`src/rtl/mem_arbiter_if.sv`:
```
// Bus bundle between the two caches, the arbiter and the shared word-wide
// backing memory. The arbiter takes the slave view; the cache/memory
// environment takes the master view.
interface mem_arbiter_if;
  // icache side
  logic         IC_READ;
  logic [5:0]   IC_ADDRESS;
  logic [127:0] IC_READDATA;
  logic         IC_BUSYWAIT;
  // dcache side
  logic         DC_READ;
  logic         DC_WRITE;
  logic [5:0]   DC_ADDRESS;
  logic [31:0]  DC_WRITEDATA;
  logic [31:0]  DC_READDATA;
  logic         DC_BUSYWAIT;
  // backing memory side
  logic         M_READ;
  logic         M_WRITE;
  logic [8:0]   M_ADDRESS;
  logic [31:0]  M_WRITEDATA;
  logic [31:0]  M_READDATA;
  logic         M_BUSYWAIT;

  modport slave (
    input  IC_READ, IC_ADDRESS, DC_READ, DC_WRITE, DC_ADDRESS, DC_WRITEDATA,
           M_READDATA, M_BUSYWAIT,
    output IC_READDATA, IC_BUSYWAIT, DC_READDATA, DC_BUSYWAIT,
           M_READ, M_WRITE, M_ADDRESS, M_WRITEDATA
  );

  modport master (
    output IC_READ, IC_ADDRESS, DC_READ, DC_WRITE, DC_ADDRESS, DC_WRITEDATA,
           M_READDATA, M_BUSYWAIT,
    input  IC_READDATA, IC_BUSYWAIT, DC_READDATA, DC_BUSYWAIT,
           M_READ, M_WRITE, M_ADDRESS, M_WRITEDATA
  );
endinterface

```
`src/rtl/mem_arbiter.sv`:
```
// Fixed-priority arbiter sharing one word-wide backing memory between a
// dcache (single-word blocks) and an icache (four-word blocks fetched as a
// burst with a one-cycle gap between beats). A burst is never preempted.
module mem_arbiter #(
  parameter logic [8:0] DATA_BASE = 9'h100,
  parameter logic [8:0] IMEM_BASE = 9'h000
) (
  input logic          CLK,
  input logic          RESET,
  mem_arbiter_if.slave bus
);

  typedef enum logic [2:0] {
    IDLE   = 3'd0,
    D_ACC  = 3'd1,
    D_DONE = 3'd2,
    I_ACC  = 3'd3,
    I_GAP  = 3'd4,
    I_DONE = 3'd5
  } state_t;

  state_t       state_q, state_d;
  logic [1:0]   beat_q, beat_d;
  // Set once an ACC state has been held for a full cycle; a word may only
  // complete after that, so a stale low M_BUSYWAIT on entry is ignored.
  logic         held_q, held_d;
  logic [31:0]  dc_rdata_q, dc_rdata_d;
  logic [127:0] ic_rdata_q, ic_rdata_d;

  logic         dc_req;
  logic         word_done;
  logic         m_read;
  logic         m_write;
  logic [8:0]   m_address;
  logic [31:0]  m_writedata;

  assign dc_req    = bus.DC_READ | bus.DC_WRITE;
  assign word_done = held_q & ~bus.M_BUSYWAIT;

  // State, beat counter, hold flag and captured block data
  always_ff @(posedge CLK or posedge RESET) begin
    if (RESET) begin
      state_q    <= IDLE;
      beat_q     <= 2'd0;
      held_q     <= 1'b0;
      dc_rdata_q <= '0;
      ic_rdata_q <= '0;
    end else begin
      state_q    <= state_d;
      beat_q     <= beat_d;
      held_q     <= held_d;
      dc_rdata_q <= dc_rdata_d;
      ic_rdata_q <= ic_rdata_d;
    end
  end

  // Next-state selection, word capture and memory request decode
  always_comb begin
    state_d     = state_q;
    beat_d      = beat_q;
    held_d      = 1'b0;
    dc_rdata_d  = dc_rdata_q;
    ic_rdata_d  = ic_rdata_q;
    m_read      = 1'b0;
    m_write     = 1'b0;
    m_address   = '0;
    m_writedata = '0;
    case (state_q)
      IDLE: begin
        beat_d = 2'd0;
        if (dc_req) begin
          state_d = D_ACC;
        end else if (bus.IC_READ) begin
          state_d = I_ACC;
        end
      end
      D_ACC: begin
        // Both strobes at once is illegal; the write wins.
        m_write     = bus.DC_WRITE;
        m_read      = bus.DC_READ & ~bus.DC_WRITE;
        m_address   = DATA_BASE + {3'b000, bus.DC_ADDRESS};
        m_writedata = bus.DC_WRITEDATA;
        if (word_done) begin
          state_d = D_DONE;
          if (m_read) begin
            dc_rdata_d = bus.M_READDATA;
          end
        end else begin
          held_d = 1'b1;
        end
      end
      I_ACC: begin
        m_read    = 1'b1;
        m_address = IMEM_BASE + {1'b0, bus.IC_ADDRESS, beat_q};
        if (word_done) begin
          ic_rdata_d[{beat_q, 5'b00000} +: 32] = bus.M_READDATA;
          state_d = (beat_q == 2'd3) ? I_DONE : I_GAP;
        end else begin
          held_d = 1'b1;
        end
      end
      I_GAP: begin
        beat_d  = beat_q + 2'd1;
        state_d = I_ACC;
      end
      D_DONE, I_DONE: begin
        state_d = IDLE;
      end
      default: begin
        state_d = IDLE;
      end
    endcase
  end

  assign bus.M_READ      = m_read;
  assign bus.M_WRITE     = m_write;
  assign bus.M_ADDRESS   = m_address;
  assign bus.M_WRITEDATA = m_writedata;
  assign bus.DC_READDATA = dc_rdata_q;
  assign bus.IC_READDATA = ic_rdata_q;
  // Stalls release only during the DONE cycle of the matching cache.
  assign bus.DC_BUSYWAIT = dc_req & (state_q != D_DONE);
  assign bus.IC_BUSYWAIT = bus.IC_READ & (state_q != I_DONE);

endmodule

```
`src/flat_wrapper.sv`:
```
// flat-port wrapper written by rule: the top's interface ports become plain ports
module mem_arbiter_flat 
#(
  parameter logic [8:0] DATA_BASE = 9'h100,
  parameter logic [8:0] IMEM_BASE = 9'h000
)
  (CLK, RESET, bus_IC_READ, bus_IC_ADDRESS, bus_DC_READ, bus_DC_WRITE, bus_DC_ADDRESS, bus_DC_WRITEDATA, bus_M_READDATA, bus_M_BUSYWAIT, bus_IC_READDATA, bus_IC_BUSYWAIT, bus_DC_READDATA, bus_DC_BUSYWAIT, bus_M_READ, bus_M_WRITE, bus_M_ADDRESS, bus_M_WRITEDATA);
  mem_arbiter_if bus_i ();
  input logic CLK;
  input logic RESET;
  input wire logic [$bits(bus_i.IC_READ)-1:0] bus_IC_READ;
  input wire logic [$bits(bus_i.IC_ADDRESS)-1:0] bus_IC_ADDRESS;
  input wire logic [$bits(bus_i.DC_READ)-1:0] bus_DC_READ;
  input wire logic [$bits(bus_i.DC_WRITE)-1:0] bus_DC_WRITE;
  input wire logic [$bits(bus_i.DC_ADDRESS)-1:0] bus_DC_ADDRESS;
  input wire logic [$bits(bus_i.DC_WRITEDATA)-1:0] bus_DC_WRITEDATA;
  input wire logic [$bits(bus_i.M_READDATA)-1:0] bus_M_READDATA;
  input wire logic [$bits(bus_i.M_BUSYWAIT)-1:0] bus_M_BUSYWAIT;
  output wire logic [$bits(bus_i.IC_READDATA)-1:0] bus_IC_READDATA;
  output wire logic [$bits(bus_i.IC_BUSYWAIT)-1:0] bus_IC_BUSYWAIT;
  output wire logic [$bits(bus_i.DC_READDATA)-1:0] bus_DC_READDATA;
  output wire logic [$bits(bus_i.DC_BUSYWAIT)-1:0] bus_DC_BUSYWAIT;
  output wire logic [$bits(bus_i.M_READ)-1:0] bus_M_READ;
  output wire logic [$bits(bus_i.M_WRITE)-1:0] bus_M_WRITE;
  output wire logic [$bits(bus_i.M_ADDRESS)-1:0] bus_M_ADDRESS;
  output wire logic [$bits(bus_i.M_WRITEDATA)-1:0] bus_M_WRITEDATA;
  assign bus_i.IC_READ = bus_IC_READ;
  assign bus_i.IC_ADDRESS = bus_IC_ADDRESS;
  assign bus_i.DC_READ = bus_DC_READ;
  assign bus_i.DC_WRITE = bus_DC_WRITE;
  assign bus_i.DC_ADDRESS = bus_DC_ADDRESS;
  assign bus_i.DC_WRITEDATA = bus_DC_WRITEDATA;
  assign bus_i.M_READDATA = bus_M_READDATA;
  assign bus_i.M_BUSYWAIT = bus_M_BUSYWAIT;
  assign bus_IC_READDATA = bus_i.IC_READDATA;
  assign bus_IC_BUSYWAIT = bus_i.IC_BUSYWAIT;
  assign bus_DC_READDATA = bus_i.DC_READDATA;
  assign bus_DC_BUSYWAIT = bus_i.DC_BUSYWAIT;
  assign bus_M_READ = bus_i.M_READ;
  assign bus_M_WRITE = bus_i.M_WRITE;
  assign bus_M_ADDRESS = bus_i.M_ADDRESS;
  assign bus_M_WRITEDATA = bus_i.M_WRITEDATA;
  mem_arbiter #(.DATA_BASE(DATA_BASE), .IMEM_BASE(IMEM_BASE)) u_core (.CLK(CLK), .RESET(RESET), .bus(bus_i));
endmodule
```
`config.mk`:
```
export PLATFORM = sky130hd
export DESIGN_NAME = mem_arbiter_flat
export DESIGN_NICKNAME = d
export VERILOG_FILES = /design/src/rtl/mem_arbiter_if.sv /design/src/rtl/mem_arbiter.sv /design/src/flat_wrapper.sv
export SDC_FILE = /design/constraint.sdc
export NUM_CORES = 1
export LEC_CHECK = 0
export BUFFER_PORTS_ARGS = -buffer_cell sky130_fd_sc_hd__buf_2
export CAP_MARGIN = 25
export CORE_ASPECT_RATIO = 1.25
export CORE_MARGIN = 2
export CORE_UTILIZATION = 50
export CTS_CLUSTER_SIZE = 28
export DETAILED_ROUTE_END_ITERATION = 6
export PLACE_DENSITY = 0.81
export SLEW_MARGIN = 20
export SYNTH_ARGS = -nofsm -noshare
export SYNTH_HDL_FRONTEND = slang
export SYNTH_SLANG_ARGS = --single-unit
```
`constraint.sdc`:
```
create_clock -name CLK -period 6.55 [get_ports CLK]
set_input_delay 0.9825 -clock CLK [delete_from_list [all_inputs] [get_ports CLK]]
set_output_delay 0.9825 -clock CLK [all_outputs]
set_load 0.01 [all_outputs]
```
### Word-level counts from Yosys, hierarchy flattened

Cells that the tools add are included.

| storage, ports and cells | value |
|---|---|
| input bits | 82 |
| latch bits | 0 |
| logic and storage cells | 46 |
| memories | 0 |
| bits in registers | 166 |
| bits in writable memories | 0 |
| output and inout port bits | 205 |
| bits in read-only memories | 0 |

| operators by class | value |
|---|---|
| divide/modulo/power cells | 0 |
| equality and inequality tests | 9 |
| add/subtract/negate cells | 3 |
| multiplexer cells | 14 |
| order comparisons | 0 |
| shift-type cells | 2 |
| bitwise logic cells | 7 |
| reduce and logical (&&, ||, !) cells | 6 |
| multiply operators | 0 |

Operator list:

| operator | count |
|---|---|
| $bwmux W128 | 1 |
| $shift A32 B9 Y128 const A | 1 |
| $shiftx A32 B9 Y128 | 1 |
| $mux W32 | 1 |
| $pmux W9 S2 | 1 |
| $mux W3 | 4 |
| $pmux W3 S4 | 1 |
| $add A9 B6 Y9 const A | 1 |
| $neg A7 Y9 | 1 |
| $ne A3 B2 Y1 const B | 2 |
| $reduce_and A3 Y1 | 2 |
| $and A1 B1 Y1 | 4 |
| $mux W1 | 4 |
| $ne A2 B1 Y1 const B | 2 |
| $pmux W2 S2 | 1 |
| $eq A3 B1 Y1 const B | 1 |
| $eq A3 B2 Y1 const B | 1 |
| $eq A3 B3 Y1 const B | 1 |
| $logic_not A3 Y1 | 1 |
| $ne A3 B3 Y1 const B | 1 |
| $add A2 B1 Y2 const B | 1 |
| $eq A2 B2 Y1 const B | 1 |
| $not A1 Y1 | 2 |
| $pmux W1 S2 | 1 |
| other kinds (4) | 4 |

### Logic depth before layout (Yosys ltp)

Gate-level depths: netlist of the first run.

| logic depth | value |
|---|---|
| depth after elaboration | 4 |
| mapped depth | 8 |
| gate-level depth less buffers | 5 |

### Worst setup path after synthesis of the first run

Ideal clock, no wire load.

| timing | value |
|---|---|
| path type | register -> output |
| start | register u_core.state_q[2] |
| end | output port bus_M_WRITEDATA[23] |
| stages on the path, launching flop included | 5 |
| required time | 5.568 ns |
| buffers on the path | 2 |
| setup slack | 4.268 ns |
| arrival | 1.299 ns |
| cell sequence | dfrtp_1 > buf_6 > nor3b_4 > clkbuf_1 > and2_1 |

| on the way | value |
|---|---|
| cells in the longest elaborated chain, start to end | 2 |

Ends and longest elaborated chain:

| element | RTL line | text |
|---|---|---|
| from (decl) | mem_arbiter.sv:22 | `state_t state_q, state_d;` |
| from (signal assigned) | mem_arbiter.sv:49 | `state_q <= state_d;` |
| $eq A3 B1 Y1 | mem_arbiter.sv:68 | `case (state_q)` |
| $mux W32 | mem_arbiter.sv:68 |  |
| to (decl) | flat_wrapper.sv:26 | `output wire logic [$bits(bus_i.M_WRITEDATA)-1:0] bus_M_WRITEDATA;` |

No other way between the ends.

### Final worst setup path of the first run

| timing | value |
|---|---|
| start | register u_core.state_q[1] |
| end | output port bus_M_WRITEDATA[6] |

Same word-level chain as after synthesis.

==> results.cfg, run 1 <==
[run_status]
status = finished clean

[cells_and_area]
final_cell_count_no_fill = 1218
synthToLayoutAreaGrowth_pct = 27.9
drive_gt1_frac = 0.370
final_util = 0.648
nNetsFinal = 1079
stdcell_area_um2 = 10000

[die]
ios = 287
die_area_um2 = 16700
core_um2 = 15400
die_h_um = 144
start_util = 0.506
row_count = 51
dieWidth_um = 116

[route]
via_count = 5879
drc = 0
wirelength_um = 20700
wl_per_cell_um = 17.0
drtIter0Drc = 315
avgViaCountPerCell = 4.83
ant_nets = 0
firstDrtPassIters = 4

[worst_setup_path]
arrival_ns = 1.97
crit_fanout = 27
cp.required_ns = 5.57
cp-start-kind = register
end_kind = primary output
path_class = register to primary output

[clock_network]
cts_tree = built
cts_resized = 0
clkSlewWorstSetupHoldPaths_ns = 0.07
postCtsHoldBufs = 0
clock-root-buffer = clkbuf_16
cts_made_buffers = 17
clock_path_buffers = 2
cts_setup_buffers = 0
clkSinkCount = 166
clock_latency_ns = 0.42
htreeDepth = 4

[hold_path]
hold_path_class = register to register

[job]
drv_cap = 0

[synthesis]
synth_ff_type = dfrtp_1
syn_nets = 802
synth_warnings = 0
async_reset_ff_frac = 1.00
yosysSeqAreaShare = 0.531
post_synth_inst_count = 715
synth.cell_area_um2 = 7820
synth_seq_cells = 166
synth_cell_types = 33
synth_edf_count = 0
postSynthAreaPerCell_um2 = 10.9

[sta]
finClkSkew_ns = 0.00714
period_minus_slack_ns = 2.95
slew_headroom = 0.265
slew_viol_final = 0
hold_viol = 0
rsz0062_at_grt = no
setup_slack_ns = 3.60
max_slew.worst_pin.slew_ns = 1.10
finalSetupTns_ns = 0
setup_violations = 0
timing.final.crit_share = 0.450
max_freq_ghz = 0.339

[pwr]
ir_worst_vdd_mv = 0.281
power_density_nw_per_um2 = 379
p_leak_nw = 5.09

[place]
place_inst = 1182
dp_slack_ns = 3.44
dpl.hpwl_um = 14500
place.port_buffers = 286
placement.cell_area_um2 = 9360
place_congestion = 0.843

[global_routing]
track_usage = 0.252
grt_pass1_vias = 5855
overflow = 0
grt_start_max_net_pins = 117
grt_pass1_wl_um = 31500
antenna_found_initial = 1
==> logic make-up after synthesis <==
group,Yosys count,synth area share
compound gates,8,0.00560
xor+xnor,1,0.00112
fa+ha+maj,5,0.00800
buf+inv,170,0.0978
flops,166,0.531
mux,166,0.232
simple gates,199,0.124
==> cells in the mapped netlist (3+ instances only) <==
| master | count | share of area |
|---|---|---|
| mux2_4 | 30 | 0.058 |
| inv_1 | 133 | 0.064 |
| and3_1 | 3 | 0.0024 |
| buf_4 | 6 | 0.0058 |
| dfrtp_1 | 166 | 0.53 |
| buf_2 | 5 | 0.0032 |
| nor2_1 | 10 | 0.0048 |
| ha_1 | 5 | 0.0080 |
| clkbuf_1 | 12 | 0.0058 |
| and2_1 | 35 | 0.028 |
| a21oi_1 | 3 | 0.0019 |
| buf_6 | 13 | 0.019 |
| nand2_1 | 134 | 0.064 |
| mux2i_1 | 134 | 0.17 |
==> metal layers <==
| metal | vias up | global-route usage | part of all wire |
|---|---|---|---|
| met5 | - | 0 | 0 |
| met4 | 0 | 0.0977 | 0.026 |
| met3 | 29 | 0.0574 | 0.053 |
| met2 | 219 | 0.432 | 0.52 |
| met1 | 2857 | 0.309 | 0.40 |
| li1 | 2774 | - | - |
==> area by class of cell <==
class                   instances  area (um^2)
diodes                          1         2.50
clock buffers                  19          443
clock inverters                13          148
fillers                      1250         5440
inverters                     133          507
multi-input cells             379         2930
flip-flops and latches        166         4150
well taps                     212          265
repair buffers                295         1550
==> metrics by stage <==
step	total power, mW	hold WS, ns
global route	4.01	0.525
detailed placement	2.79	0.491
CTS	3.81	0.511
global placement	2.75	0.484
floorplan	2.24	0.519
finish	3.79	0.511
==> worst paths after layout <==
path / from / end / slack, ns / depth (start not counted)
max: u_core.state_q[1]$_DFFE_PP0P_ / bus_M_WRITEDATA[6] / 3.60 / 4
min: u_core.bus.DC_READDATA[11]$_DFFE_PP0P_ / u_core.bus.DC_READDATA[11]$_DFFE_PP0P_ / 0.51 / 1
max reg2reg: u_core.beat_q[0]$_DFFE_PP0P_ / u_core.bus.IC_READDATA[52]$_DFFE_PP0P_ / 3.81 / 5
min reg2reg: u_core.bus.DC_READDATA[11]$_DFFE_PP0P_ / u_core.bus.DC_READDATA[11]$_DFFE_PP0P_ / 0.51 / 1
max in group asynchronous: RESET / u_core.bus.IC_READDATA[94]$_DFFE_PP0P_ / 4.64 / 3
min in group asynchronous: RESET / u_core.bus.IC_READDATA[70]$_DFFE_PP0P_ / 0.71 / 2
==> worst max-delay path: stages (launching register included) <==
cell	delay, ns
dfrtp_1	0.60
nor3b_4	0.44
buf_8	0.22
and2_1	0.14
buf_2	0.14
==> power breakdown <==
| part | leakage (nW) | switching, mW | internal (mW) | total [mW] |
|---|---|---|---|---|
| clock network | 0.288 | 0.428 | 0.578 | 1.01 |
| registers | 1.67 | 0.176 | 1.31 | 1.49 |
| logic | 3.13 | 0.696 | 0.604 | 1.30 |
==> cell usage in the layout, fill, tap and decap left out, types with 2 or more instances in the layout <==
cell type,synthesis,layout
buf_2,5,286
clkinv_4,0,2
and3_2,0,3
o21ai_0,2,2
buf_12,0,3
inv_8,0,3
ha_1,5,5
mux2i_1,134,134
bufinv_16,0,2
dfrtp_1,166,166
mux2_4,30,30
mux2_2,2,2
buf_8,0,2
clkbuf_16,0,17
or2_2,2,2
o22ai_1,2,2
nor4b_4,1,2
nor2_1,10,10
buf_4,6,4
nor3b_4,1,3
and3b_1,2,2
nand2_1,134,134
nand2b_1,2,2
and2_1,35,35
clkinvlp_4,0,2
clkinv_2,0,3
a21oi_1,3,3
inv_1,133,132
inv_6,0,2
==> registers in the layout, indices dropped and copies added (netlist names) <==
register,flops
u_core.beat_q,2
u_core.bus.DC_READDATA,32
u_core.state_q,3
u_core.bus.IC_READDATA,128
u_core.held_q,1
Note: power is estimated with default switching activity, not from simulation.
==> run 2: changes to the inputs <==
Settings changed: CORE_UTILIZATION 50 to 45, PLACE_DENSITY 0.81 to 0.77.
Clock period 6.55 ns to 2.6 ns, I/O delays scaled along.
==> results.cfg, run 2 (same netlist as run 1, synthesis figures left out) <==
[run_status]
status = finished clean

[cells_and_area]
synthToLayoutAreaGrowth_pct = 29.6
mostFrequentLayoutCells = 286 x buf_2, 166 x dfrtp_1, 134 x nand2_1, 134 x mux2i_1, 132 x inv_1
final_common_cell = buf_2
final_util = 0.599
nNetsFinal = 1090
drive_gt1_frac = 0.377
diodes = 0
final_cell_count_no_fill = 1236
largest_register_ffs = 128

[sta]
hold_viol = 0
finClkSkew_ns = 0.00743
whs_ns = 0.238
finalSetupTns_ns = 0
period_minus_slack_ns = 2.41
rsz0062_at_grt = no
max_slew.worst_pin.slew_ns = 0.521
timing.final.crit_share = 0.925
slew_headroom = 0.652
max_freq_ghz = 0.416
slew_viol_final = 0
setup_violations = 0

[die]
die_area_um2 = 18400
ios = 287
die_h_um = 151
row_count = 53
start_util = 0.462
dieWidth_um = 122
core_um2 = 16900

[worst_setup_path]
crit_fanout = 25
crit_start = u_core.state_q[2]$_DFFE_PP0P_
cp.required_ns = 2.21
path_class = register to primary output
worst_path_largest_cell_delay_ns = 0.49
crit_buf_inv = 2
crit_slowest_cell = dfrtp_1
end_kind = primary output
arrival_ns = 2.02
crit_family = simple AND/OR/NAND/NOR gates
cp-start-kind = register
r2r_start = u_core.beat_q[1]$_DFFE_PP0P_
path_cells = nor3b_4 > buf_4 > nand3b_1 > nand2_1 > buf_2

[pwr]
p_leak_nw = 5.15
power_density_nw_per_um2 = 958
ir_worst_vdd_mv = 0.412
total_power_mw = 9.70

[route]
via_count = 5980
ant_nets = 0
wirelength_um = 21700
drc = 0
avgViaCountPerCell = 4.84
drtIter0Drc = 342
firstDrtPassIters = 4
wl_per_cell_um = 17.6

[clock_network]
clkSinkCount = 166
cts_made_buffers = 17
clock_path_buffers = 2
htreeDepth = 4
clock_latency_ns = 0.43
cts_resized = 0
cts_tree = built
clkSlewWorstSetupHoldPaths_ns = 0.07
clock-root-buffer = clkbuf_16

[global_routing]
overflow = 0
grt_busiest_layer = met2
grt_start_max_net_pins = 84
grt_pass1_wl_um = 33200
met1_usage = 0.283
grt_pass1_vias = 6116
gr-usage-met3 = 0.0538
gr-usage-met2 = 0.425
track_usage = 0.238
antenna_found_initial = 0

[hold_path]
worstHoldStart = bus_M_READDATA[26]
hold_path_class = input pin to register

[place]
place_inst = 1203
place_congestion = 0.875
dpl.hpwl_um = 15400
place.port_buffers = 286

[job]
drv_cap = 0
## run 2: changes by cell type in the layout (fill, tap and decap cells not counted), moves of 2 or more
cell	before	now
buf_12	3	6
buf_4	4	13
buf_8	2	0
clkinv_2	3	0
inv_6	2	6
## run 2: area by class of cell
type | count | area, um^2
clock buffer | 17 | 425
clock inverter | 15 | 186
fill | 1433 | 6780
inverter | 133 | 503
multi-input combinational | 379 | 2930
sequential | 166 | 4150
tap | 220 | 275
timing repair buffer | 306 | 1660
## run 2: final timing paths
path                                                          endpoint  cells after the start  slack [ns]
worst max-delay path                                        bus_M_READ                      5        0.19
worst min-delay path            u_core.bus.IC_READDATA[90]$_DFFE_PP0P_                      3        0.24
worst max register to register  u_core.bus.IC_READDATA[84]$_DFFE_PP0P_                      6        0.59
worst min register to register  u_core.bus.DC_READDATA[15]$_DFFE_PP0P_                      1        0.50
max in group asynchronous       u_core.bus.IC_READDATA[30]$_DFFE_PP0P_                      4        1.35
min in group asynchronous       u_core.bus.IC_READDATA[34]$_DFFE_PP0P_                      3        0.51
## run 2: routing by layer
metal | share of wire | wire, um | up-vias
met5 | 0 | 0 | -
met4 | 0.022 | 474 | 0
met3 | 0.058 | 1260 | 31
met2 | 0.52 | 11200 | 248
met1 | 0.40 | 8760 | 2910
li1 | - | - | 2791
## run 2: power breakdown
part | switching, mW | total, mW | internal, mW
Sequential | 0.405 | 3.71 | 3.30
Combinational | 1.83 | 3.37 | 1.54
Clock | 1.16 | 2.63 | 1.46
Total | 3.40 | 9.70 | 6.30
## run 2: repair_timing
item	in CTS	in global routing
setup buffers	0	0
hold buffers	1	0
endpoints found under the hold margin	10	0
## run 2: tightest hold or removal path: stages
cell     delay (ns)
buf_2          0.13
nand2_1        0.06
mux2i_1        0.06
## run 2: through the flow
step                      setup slack (ns)  cell area, um^2
after global routing                0.0344            10100
final                                0.194            10100
after global placement               0.687             9510
after CTS                            0.152            10100
after floorplan                     0.0972             7820
after detailed placement             0.615             9510
